### src/rtl/vdma_pkg.sv
// Shared definitions for the VDMA capture path: FIFO entry layout,
// default sizes and a constant clog2 helper.
package vdma_pkg;

    localparam int DEF_DSIZE      = 24;
    localparam int DEF_FIFO_DEPTH = 16;

    // Entry layout is {tuser, tlast, data}
    localparam int FLD_USER = DEF_DSIZE + 1;
    localparam int FLD_LAST = DEF_DSIZE;

    function automatic int clog2(input int n);
        int r;
        r = 0;
        for (int v = n - 1; v > 0; v = v >> 1) begin
            r = r + 1;
        end
        return r;
    endfunction

    function automatic int fld_user(input int dsize);
        return dsize + 1;
    endfunction

    function automatic int fld_last(input int dsize);
        return dsize;
    endfunction

endpackage

### src/rtl/vdma_sync_fifo_fwft.sv
// Single-clock first-word-fallthrough FIFO. Pointers carry one extra
// MSB so full and empty are distinguished without a separate counter.
module vdma_sync_fifo_fwft
    import vdma_pkg::*;
#(
    parameter int WIDTH = 26,
    parameter int DEPTH = DEF_FIFO_DEPTH
) (
    input  logic                    clock,
    input  logic                    rst_n,
    input  logic                    wr_en,
    input  logic [WIDTH-1:0]        wr_data,
    input  logic                    rd_en,
    output logic [WIDTH-1:0]        rd_data,
    output logic                    full,
    output logic                    empty,
    output logic [clog2(DEPTH):0]   level
);

    localparam int AW = clog2(DEPTH);

    logic [WIDTH-1:0] mem [DEPTH];
    logic [AW:0]      wr_ptr_q, wr_ptr_d;
    logic [AW:0]      rd_ptr_q, rd_ptr_d;
    logic             do_wr, do_rd;

    assign empty = (wr_ptr_q == rd_ptr_q);
    assign full  = (wr_ptr_q[AW] != rd_ptr_q[AW]) &&
                   (wr_ptr_q[AW-1:0] == rd_ptr_q[AW-1:0]);
    assign level = wr_ptr_q - rd_ptr_q;

    // A pop in the same cycle frees the slot a push to a full FIFO needs
    assign do_rd = rd_en && !empty;
    assign do_wr = wr_en && (!full || do_rd);

    always_comb begin
        wr_ptr_d = wr_ptr_q + (AW+1)'(do_wr);
        rd_ptr_d = rd_ptr_q + (AW+1)'(do_rd);
    end

    always_ff @(posedge clock or negedge rst_n) begin
        if (!rst_n) begin
            wr_ptr_q <= '0;
            rd_ptr_q <= '0;
        end else begin
            wr_ptr_q <= wr_ptr_d;
            rd_ptr_q <= rd_ptr_d;
        end
    end

    always_ff @(posedge clock) begin
        if (do_wr) begin
            mem[wr_ptr_q[AW-1:0]] <= wr_data;
        end
    end

    assign rd_data = empty ? '0 : mem[rd_ptr_q[AW-1:0]];

endmodule

### src/rtl/native_in_stream_packer.sv
// Turns aligned native pixel stream into AXI4-Stream with tuser/tlast,
// buffering through a FWFT FIFO and flagging overflow and length errors.
module native_in_stream_packer
    import vdma_pkg::*;
#(
    parameter int DSIZE      = DEF_DSIZE,
    parameter int FIFO_DEPTH = DEF_FIFO_DEPTH
) (
    input  logic             clock,
    input  logic             rst_n,
    input  logic [15:0]      hactive,
    input  logic             falign,
    input  logic             lalign,
    input  logic             ealign,
    input  logic             idata_vld,
    input  logic [DSIZE-1:0] idata,
    output logic [DSIZE-1:0] m_axis_tdata,
    output logic             m_axis_tvalid,
    input  logic             m_axis_tready,
    output logic             m_axis_tuser,
    output logic             m_axis_tlast,
    output logic             frame_done,
    output logic             overflow,
    output logic             line_len_err
);

    localparam int EW     = DSIZE + 2;
    localparam int F_USER = fld_user(DSIZE);
    localparam int F_LAST = fld_last(DSIZE);
    localparam int LW     = clog2(FIFO_DEPTH) + 1;

    logic             pend_vld_q, pend_vld_d;
    logic             pend_sof_q, pend_sof_d;
    logic [DSIZE-1:0] pend_data_q, pend_data_d;
    logic             sof_flag_q, sof_flag_d;
    logic [15:0]      pix_cnt_q, pix_cnt_d;
    logic             overflow_q, overflow_d;
    logic             len_err_q, len_err_d;
    logic             frame_done_q, frame_done_d;

    logic             push, push_last, close;
    logic [EW-1:0]    push_entry;
    logic [EW-1:0]    pop_entry;
    logic             pop, drop;
    logic             fifo_full, fifo_empty;
    logic [LW-1:0]    fifo_level;
    logic             unused_level;

    // A pending pixel is only known to be last when a line/frame marker shows up
    always_comb begin
        push      = 1'b0;
        push_last = 1'b0;
        close     = 1'b0;
        if (pend_vld_q && (falign || lalign)) begin
            push      = 1'b1;
            push_last = 1'b1;
            close     = 1'b1;
        end else if (pend_vld_q && idata_vld) begin
            push      = 1'b1;
        end
    end

    always_comb begin
        push_entry                = '0;
        push_entry[F_USER]        = pend_sof_q;
        push_entry[F_LAST]        = push_last;
        push_entry[DSIZE-1:0]     = pend_data_q;
    end

    assign pop  = !fifo_empty && m_axis_tready;
    assign drop = push && fifo_full && !pop;

    always_comb begin
        pend_vld_d  = pend_vld_q;
        pend_sof_d  = pend_sof_q;
        pend_data_d = pend_data_q;
        if (idata_vld) begin
            pend_vld_d  = 1'b1;
            pend_sof_d  = sof_flag_q | falign;
            pend_data_d = idata;
        end else if (close) begin
            pend_vld_d  = 1'b0;
        end
        sof_flag_d = idata_vld ? 1'b0 : (sof_flag_q | falign);
    end

    always_comb begin
        pix_cnt_d = pix_cnt_q;
        if (close) begin
            pix_cnt_d = {15'd0, idata_vld};
        end else if (idata_vld && pix_cnt_q != 16'hFFFF) begin
            pix_cnt_d = pix_cnt_q + 16'd1;
        end
    end

    // A frame start closing an open line is always a length error
    always_comb begin
        len_err_d = len_err_q;
        if (close && falign) begin
            len_err_d = 1'b1;
        end
        if (close && hactive != 16'd0 && pix_cnt_q != hactive) begin
            len_err_d = 1'b1;
        end
        overflow_d   = overflow_q | drop;
        frame_done_d = ealign;
    end

    always_ff @(posedge clock or negedge rst_n) begin
        if (!rst_n) begin
            pend_vld_q   <= 1'b0;
            pend_sof_q   <= 1'b0;
            pend_data_q  <= '0;
            sof_flag_q   <= 1'b0;
            pix_cnt_q    <= '0;
            overflow_q   <= 1'b0;
            len_err_q    <= 1'b0;
            frame_done_q <= 1'b0;
        end else begin
            pend_vld_q   <= pend_vld_d;
            pend_sof_q   <= pend_sof_d;
            pend_data_q  <= pend_data_d;
            sof_flag_q   <= sof_flag_d;
            pix_cnt_q    <= pix_cnt_d;
            overflow_q   <= overflow_d;
            len_err_q    <= len_err_d;
            frame_done_q <= frame_done_d;
        end
    end

    vdma_sync_fifo_fwft #(
        .WIDTH (EW),
        .DEPTH (FIFO_DEPTH)
    ) u_fifo (
        .clock   (clock),
        .rst_n   (rst_n),
        .wr_en   (push),
        .wr_data (push_entry),
        .rd_en   (m_axis_tready),
        .rd_data (pop_entry),
        .full    (fifo_full),
        .empty   (fifo_empty),
        .level   (fifo_level)
    );

    assign unused_level = ^fifo_level;

    assign m_axis_tvalid = !fifo_empty;
    assign m_axis_tdata  = pop_entry[DSIZE-1:0];
    assign m_axis_tuser  = pop_entry[F_USER];
    assign m_axis_tlast  = pop_entry[F_LAST];
    assign frame_done    = frame_done_q;
    assign overflow      = overflow_q;
    assign line_len_err  = len_err_q;

endmodule

### config.mk
export PLATFORM = sky130hd
export DESIGN_NAME = native_in_stream_packer
export DESIGN_NICKNAME = d
export VERILOG_FILES = /design/src/rtl/vdma_pkg.sv /design/src/rtl/vdma_sync_fifo_fwft.sv /design/src/rtl/native_in_stream_packer.sv
export SDC_FILE = /design/constraint.sdc
export NUM_CORES = 1
export LEC_CHECK = 0
export CAP_MARGIN = 20
export CORE_MARGIN = 4
export CORE_UTILIZATION = 45
export CTS_CLUSTER_DIAMETER = 80
export DETAILED_ROUTE_END_ITERATION = 7
export HOLD_SLACK_MARGIN = 0.03
export PLACE_DENSITY = 0.7
export RECOVER_POWER = 100
export SLEW_MARGIN = 20
export SYNTH_ARGS = -nofsm -noshare
export SYNTH_HDL_FRONTEND = slang
export SYNTH_SLANG_ARGS = --single-unit
### constraint.sdc
create_clock -name clock -period 5.42 [get_ports clock]
set_input_delay 1.084 -clock clock [delete_from_list [all_inputs] [get_ports clock]]
set_output_delay 1.084 -clock clock [all_outputs]
set_load 0.01 [all_outputs]
==> out/results.tsv, run 1 <==
metric	value	unit
grt-ovfl-total	0	
synth_area_per_cell	20.5	µm²
dieArea	0.0444	mm²
fp-row-count	74	
netlist_instances	901	
core_area	0.0407	mm²
fin_worst_skew	0.0200	ns
cts_resized	0	
worst_slack	0.568	ns
syn_to_final_growth	15.4	%
dp_slack	1.53	ns
finalSetupViolations	0	
start_kind	flip-flop	
p_leak	0.00692	µW
hp-start	u_fifo.wr_ptr_q[4]$_DFF_PN0_	
multiInputGateArea	0.00431	mm²
synth_area	0.0185	mm²
path_class	reg -> out	
outcome	complete, but fails checks	
drc	0	
cts_root_buf	clkbuf_16	
whs_endpoint	u_fifo.wr_ptr_q[4]$_DFF_PN0_	
synth-edff-count	416	
drt_wl_total	39.5	mm
place.port_buffers	76	
cts_buffers	47	
seq_area	0.0139	mm²
cp-end-kind	output pin	
finalMaxSlewViolations	112	
tns	0	ns
mostFrequentLayoutCell	edfxtp_1	
required	4.34	ns
crit_arrival	3.77	ns
r2r_slack	0.99	ns
n_fill_cell	3256	
insertion_delay	0.57	ns
die_height	211	µm
postCtsSetupBuffers	0	
netlist-cell-type-count	53	
synth_nets	953	
ant_nets	0	
yosysSeqAreaShare	75.1	%
grt_max_degree	107	
placed_area	0.0201	mm²
async_reset_ff_share	11.9	%
vdd_drop_max	0.000311	V
routedWlPerCell	24.9	µm
r2r-end	u_fifo.mem[6][6]$_DFFE_PP_	
drt_iter0_markers	798	
grt_usage	17.9	%
hpwl	22.1	mm
max-cap-violations	4	
die_x	211	µm
clkSinkCount	472	
cts_tree	yes	
synth_ff_type	edfxtp_1	
yosysWarnings	0	
clock_path_buffers	3	
worst_pin_slew	2.73	ns
dr.pass1.iters	5	
ctsHoldBuffers	0	
via_per_inst	5.80	
grt_pass1_wl	59.8	mm
grt_pass1_vias	9527	
ys_seq_elements	472	
violations	max-capacitance violations, max-slew violations	
layout-drive-gt1-share	20.5	%
final_area	0.0213	mm²
clock.fmax	206	MHz
p_per_area	511	mW/mm²
path_max_fanout	16	
nets	1066	
antenna_found_initial	1	
crit_start	u_fifo.wr_ptr_q[2]$_DFF_PN0_	
grt_setup_unrepaired	no	
min_path_type	reg -> reg	
slew_headroom	-81.9	%
period_needed	4.85	ns
r2r_start	u_fifo.wr_ptr_q[2]$_DFF_PN0_	
io-pin-count	77	
ff2ff_path_depth	5	
min_path_cells	1	
hold_viol_final	0	
antenna_cells	0	
place_congestion	0.772	
vias	9180	
cts.reportedPaths.clkPinSlew	0.06	ns
most-common-layout-cells	edfxtp_1, mux4_2, dfrtp_1, clkdlybuf4s50_1, a22oi_1	
h-tree-depth	2	
start_util	45.4	%
period_share	89.5	%
total_power	10900	µW
## routing by layer
layer | up-vias | GRT usage [%] | wire, µm
met4 | 2 | 5.21 | 985
met2 | 352 | 28.5 | 19100
met5 | - | 0 | 13
met3 | 66 | 3.24 | 2880
li1 | 3971 | - | -
met1 | 4789 | 25.9 | 16500
## cell families after synthesis
family | count (synthesis) | synth area share (%)
xor gates and xnor gates | 27 | 1.28
buffers and inverters | 59 | 1.73
and+or+nand+nor | 93 | 2.96
DFF | 472 | 75.1
AOI/OAI and AO/OA | 111 | 4.11
adders and majority gates | 5 | 0.338
muxes | 134 | 14.5
## synth_stat cells, types with 9 or more instances
cell type	count	area (µm²)
a21oi_1	37	185
a22oi_1	52	390
buf_2	16	80.1
clkbuf_1	22	82.6
dfrtp_1	56	1400
edfxtp_1	416	12500
mux2_2	24	270
mux4_2	102	2300
nand2_1	18	67.6
nor4_1	12	75.1
xnor2_1	9	78.8
xor2_1	18	158
## report_power, final
group          internal (µW)  total [µW]  switching [µW]  leakage (µW)
Combinational           1470        3110            1640       0.00175
Clock                   1820        3140            1320      0.000726
Sequential              4430        4660             230       0.00444
Total                   7720       10900            3190       0.00692
## area by class of cell
class	count	area share [%]
clock inverter	20	0.891
clock buffer	67	6.10
inverter	7	0.123
tap	532	3.12
timing repair buffer	116	4.45
multi-input combinational	370	20.2
sequential	472	65.1
## flip-flops by register name, indices dropped and copies added (netlist names)
signal,flops
u_fifo.mem,416
pend_data_q,24
pix_cnt_q,16
u_fifo.rd_ptr_q,5
u_fifo.wr_ptr_q,5
frame_done,1
line_len_err,1
overflow,1
pend_sof_q,1
pend_vld_q,1
sof_flag_q,1
## worst max-delay path by stage
stage | end | slack (ns) | cells past startpoint
final | m_axis_tvalid | 0.57 | 6
after global placement | m_axis_tlast | 1.61 | 6
after floorplan | u_fifo.mem[10][0]$_DFFE_PP_ | 0.54 | 5
after global routing | m_axis_tvalid | 0.39 | 6
after detailed placement | m_axis_tlast | 1.53 | 6
after CTS | m_axis_tlast | 0.90 | 6
## critical path, cell delays in order, from the launching register on
cell and delay (ns):
dfrtp_1 0.66, xnor2_1 0.18, nand4_1 0.22, nor2b_4 0.63, clkbuf_1 0.78, inv_1 0.08
dlygate4sd3_1 0.63
## through the flow
step,util [%],hold WS [ns],std cells
finish,52.4,0.495,1584
CTS,52.9,0.451,1584
detailed placement,49.2,0.486,1497
global route,52.4,0.509,1584
global placement,49.2,0.485,1497
floorplan,-,0.447,901
No activity file was read; power rests on OpenSTA's default activity.
==> run 2: changes to the inputs <==
--- a/config.mk
+++ b/config.mk
@@ -6,12 +6,12 @@
 export NUM_CORES = 1
 export LEC_CHECK = 0
 export CAP_MARGIN = 20
-export CORE_MARGIN = 4
-export CORE_UTILIZATION = 45
+export CORE_MARGIN = 2
+export CORE_UTILIZATION = 59
 export CTS_CLUSTER_DIAMETER = 80
 export DETAILED_ROUTE_END_ITERATION = 7
 export HOLD_SLACK_MARGIN = 0.03
-export PLACE_DENSITY = 0.7
+export PLACE_DENSITY = 0.86
 export RECOVER_POWER = 100
 export SLEW_MARGIN = 20
 export SYNTH_ARGS = -nofsm -noshare
==> out/results.tsv, run 2 (synthesis gave the netlist of run 1 again) <==
metric	value	unit
outcome	complete, but fails checks	
violations	max-capacitance violations, max-slew violations	
hpwl	22.2	mm
nets	1060	
grt_pass1_vias	10076	
worst_pin_slew	2.46	ns
cts.reportedPaths.clkPinSlew	0.06	ns
min_path_type	reg -> reg	
syn_to_final_growth	14.7	%
cp-end-kind	flip-flop	
fin_worst_skew	0.0237	ns
n_fill_cell	1882	
vias	9603	
ant_nets	0	
p_comb_share	28.4	%
largest_reg_flops	416	
finalMaxSlewViolations	90	
insertion_delay	0.56	ns
die_height	181	µm
period_needed	4.81	ns
drt_wl_total	41.4	mm
die_x	181	µm
period_share	88.7	%
via_per_inst	6.66	
critPathMaxStageDelay	1.70	ns
cp_common_cell	clkbuf_1	
slew_headroom	-63.8	%
grt-ovfl-total	0	
placed_area	0.0198	mm²
cts_resized	0	
layout-drive-gt1-share	23.3	%
grt_setup_unrepaired	no	
clkSinkCount	472	
sw_frac_of_total	29.8	%
crit_arrival	4.97	ns
h-tree-depth	2	
final_area	0.0212	mm²
io-pin-count	77	
clkPwrFrac	28.8	%
place_congestion	0.814	
cts_buffers	46	
grt_usage	26.0	%
clock_path_buffers	3	
cts_tree	yes	
seqPwrFrac	42.8	%
routedWlPerCell	28.7	µm
clock.fmax	208	MHz
fp-row-count	64	
dr.pass1.iters	5	
place.port_buffers	76	
required	5.59	ns
grt_max_degree	106	
hold_viol_final	0	
drt_iter0_markers	1141	
most-common-layout-cells	edfxtp_1, mux4_2, dfrtp_1	
path_max_fanout	35	
drc	0	
p_int	7680	µW
start_util	60.2	%
max-cap-violations	3	
core_area	0.0307	mm²
tns	0	ns
slowest_stage	clkbuf_1	
worst-path-buf-inv	4	
cts_root_buf	clkbuf_16	
start_kind	primary input	
p_leak	0.00700	µW
antenna_found_initial	1	
critical_path.cell_chain	buf_2, clkbuf_1, o31ai_1, inv_1, o31ai_2, nor3_2, clkbuf_1	
critical-path-top-delay-family	buffers and inverters	
postCtsSetupBuffers	0	
grt_pass1_wl	62.3	mm
ctsHoldBuffers	0	
vdd_drop_max	0.000438	V
path_class	in -> reg	
p_per_area	516	mW/mm²
p_switching	3260	µW
mostFrequentLayoutCell	edfxtp_1	
dieArea	0.0328	mm²
finalSetupViolations	0	
## run 2: cell types whose count changed in the layout (fill, tap and decap cells not counted), moves of 3 or more
| cell | delta |
|---|---|
| clkbuf_1 | -32 |
| buf_4 | +13 |
| clkbuf_2 | +10 |
| clkdlybuf4s50_1 | -10 |
| dlygate4sd3_1 | +10 |
| clkbuf_8 | -5 |
| clkinv_4 | +3 |
| nor3_1 | +3 |
| nor3_2 | -3 |
## run 2: final timing paths
| kind | from | endpoint | slack (ns) | depth (start not counted) |
|---|---|---|---|---|
| max | idata_vld | u_fifo.mem[12][20]$_DFFE_PP_ | 0.61 | 7 |
| min | u_fifo.wr_ptr_q[4]$_DFF_PN0_ | u_fifo.wr_ptr_q[4]$_DFF_PN0_ | 0.49 | 1 |
| max reg2reg | u_fifo.wr_ptr_q[2]$_DFF_PN0_ | u_fifo.mem[8][2]$_DFFE_PP_ | 1.78 | 5 |
| min reg2reg | u_fifo.wr_ptr_q[4]$_DFF_PN0_ | u_fifo.wr_ptr_q[4]$_DFF_PN0_ | 0.49 | 1 |
| max in group asynchronous | rst_n | u_fifo.rd_ptr_q[0]$_DFF_PN0_ | 1.77 | 2 |
| min in group asynchronous | rst_n | pend_data_q[18]$_DFFE_PN0P_ | 1.29 | 1 |
## run 2: through the flow
step                      utilization (%)  hold slack, ns  setup WS, ns  std cells  power, µW
after floorplan                         -           0.447         0.537        901       6710
after global placement               64.5           0.467          1.48       1356       7820
after detailed placement             64.5           0.484          1.36       1356       7930
after CTS                            69.3           0.495         0.715       1441      11100
after global routing                 69.0           0.535         0.453       1441      11400
final                                69.0           0.492         0.614       1442      10900
## run 2: layout make-up
| class | count | area [µm²] | share of cell area (%) |
|---|---|---|---|
| Antenna cell | 1 | 2.50 | 0.0118 |
| Clock buffer | 56 | 1190 | 5.60 |
| Clock inverter | 29 | 299 | 1.41 |
| Inverter | 7 | 26.3 | 0.124 |
| Multi-Input combinational cell | 370 | 4330 | 20.4 |
| Sequential cell | 472 | 13900 | 65.5 |
| Tap cell | 396 | 495 | 2.33 |
| Timing Repair Buffer | 111 | 977 | 4.60 |
## run 2: power by group through the flow
stage	Clock (µW)	Sequential [µW]	Combinational (µW)
after floorplan	0	4610	2100
after detailed placement	0	4730	3190
after CTS	3190	4680	3250
after global routing	3320	4720	3320
after global placement	0	4690	3130
final	3150	4690	3100
## run 2: metal layers
layer | up-vias | global-route usage, % | part of all wire, %
met3 | 79 | 4.27 | 7.8
met2 | 541 | 44.7 | 52
met5 | - | 0 | 0
met1 | 5027 | 34.8 | 38
met4 | 0 | 7.54 | 2.3
li1 | 3956 | - | -
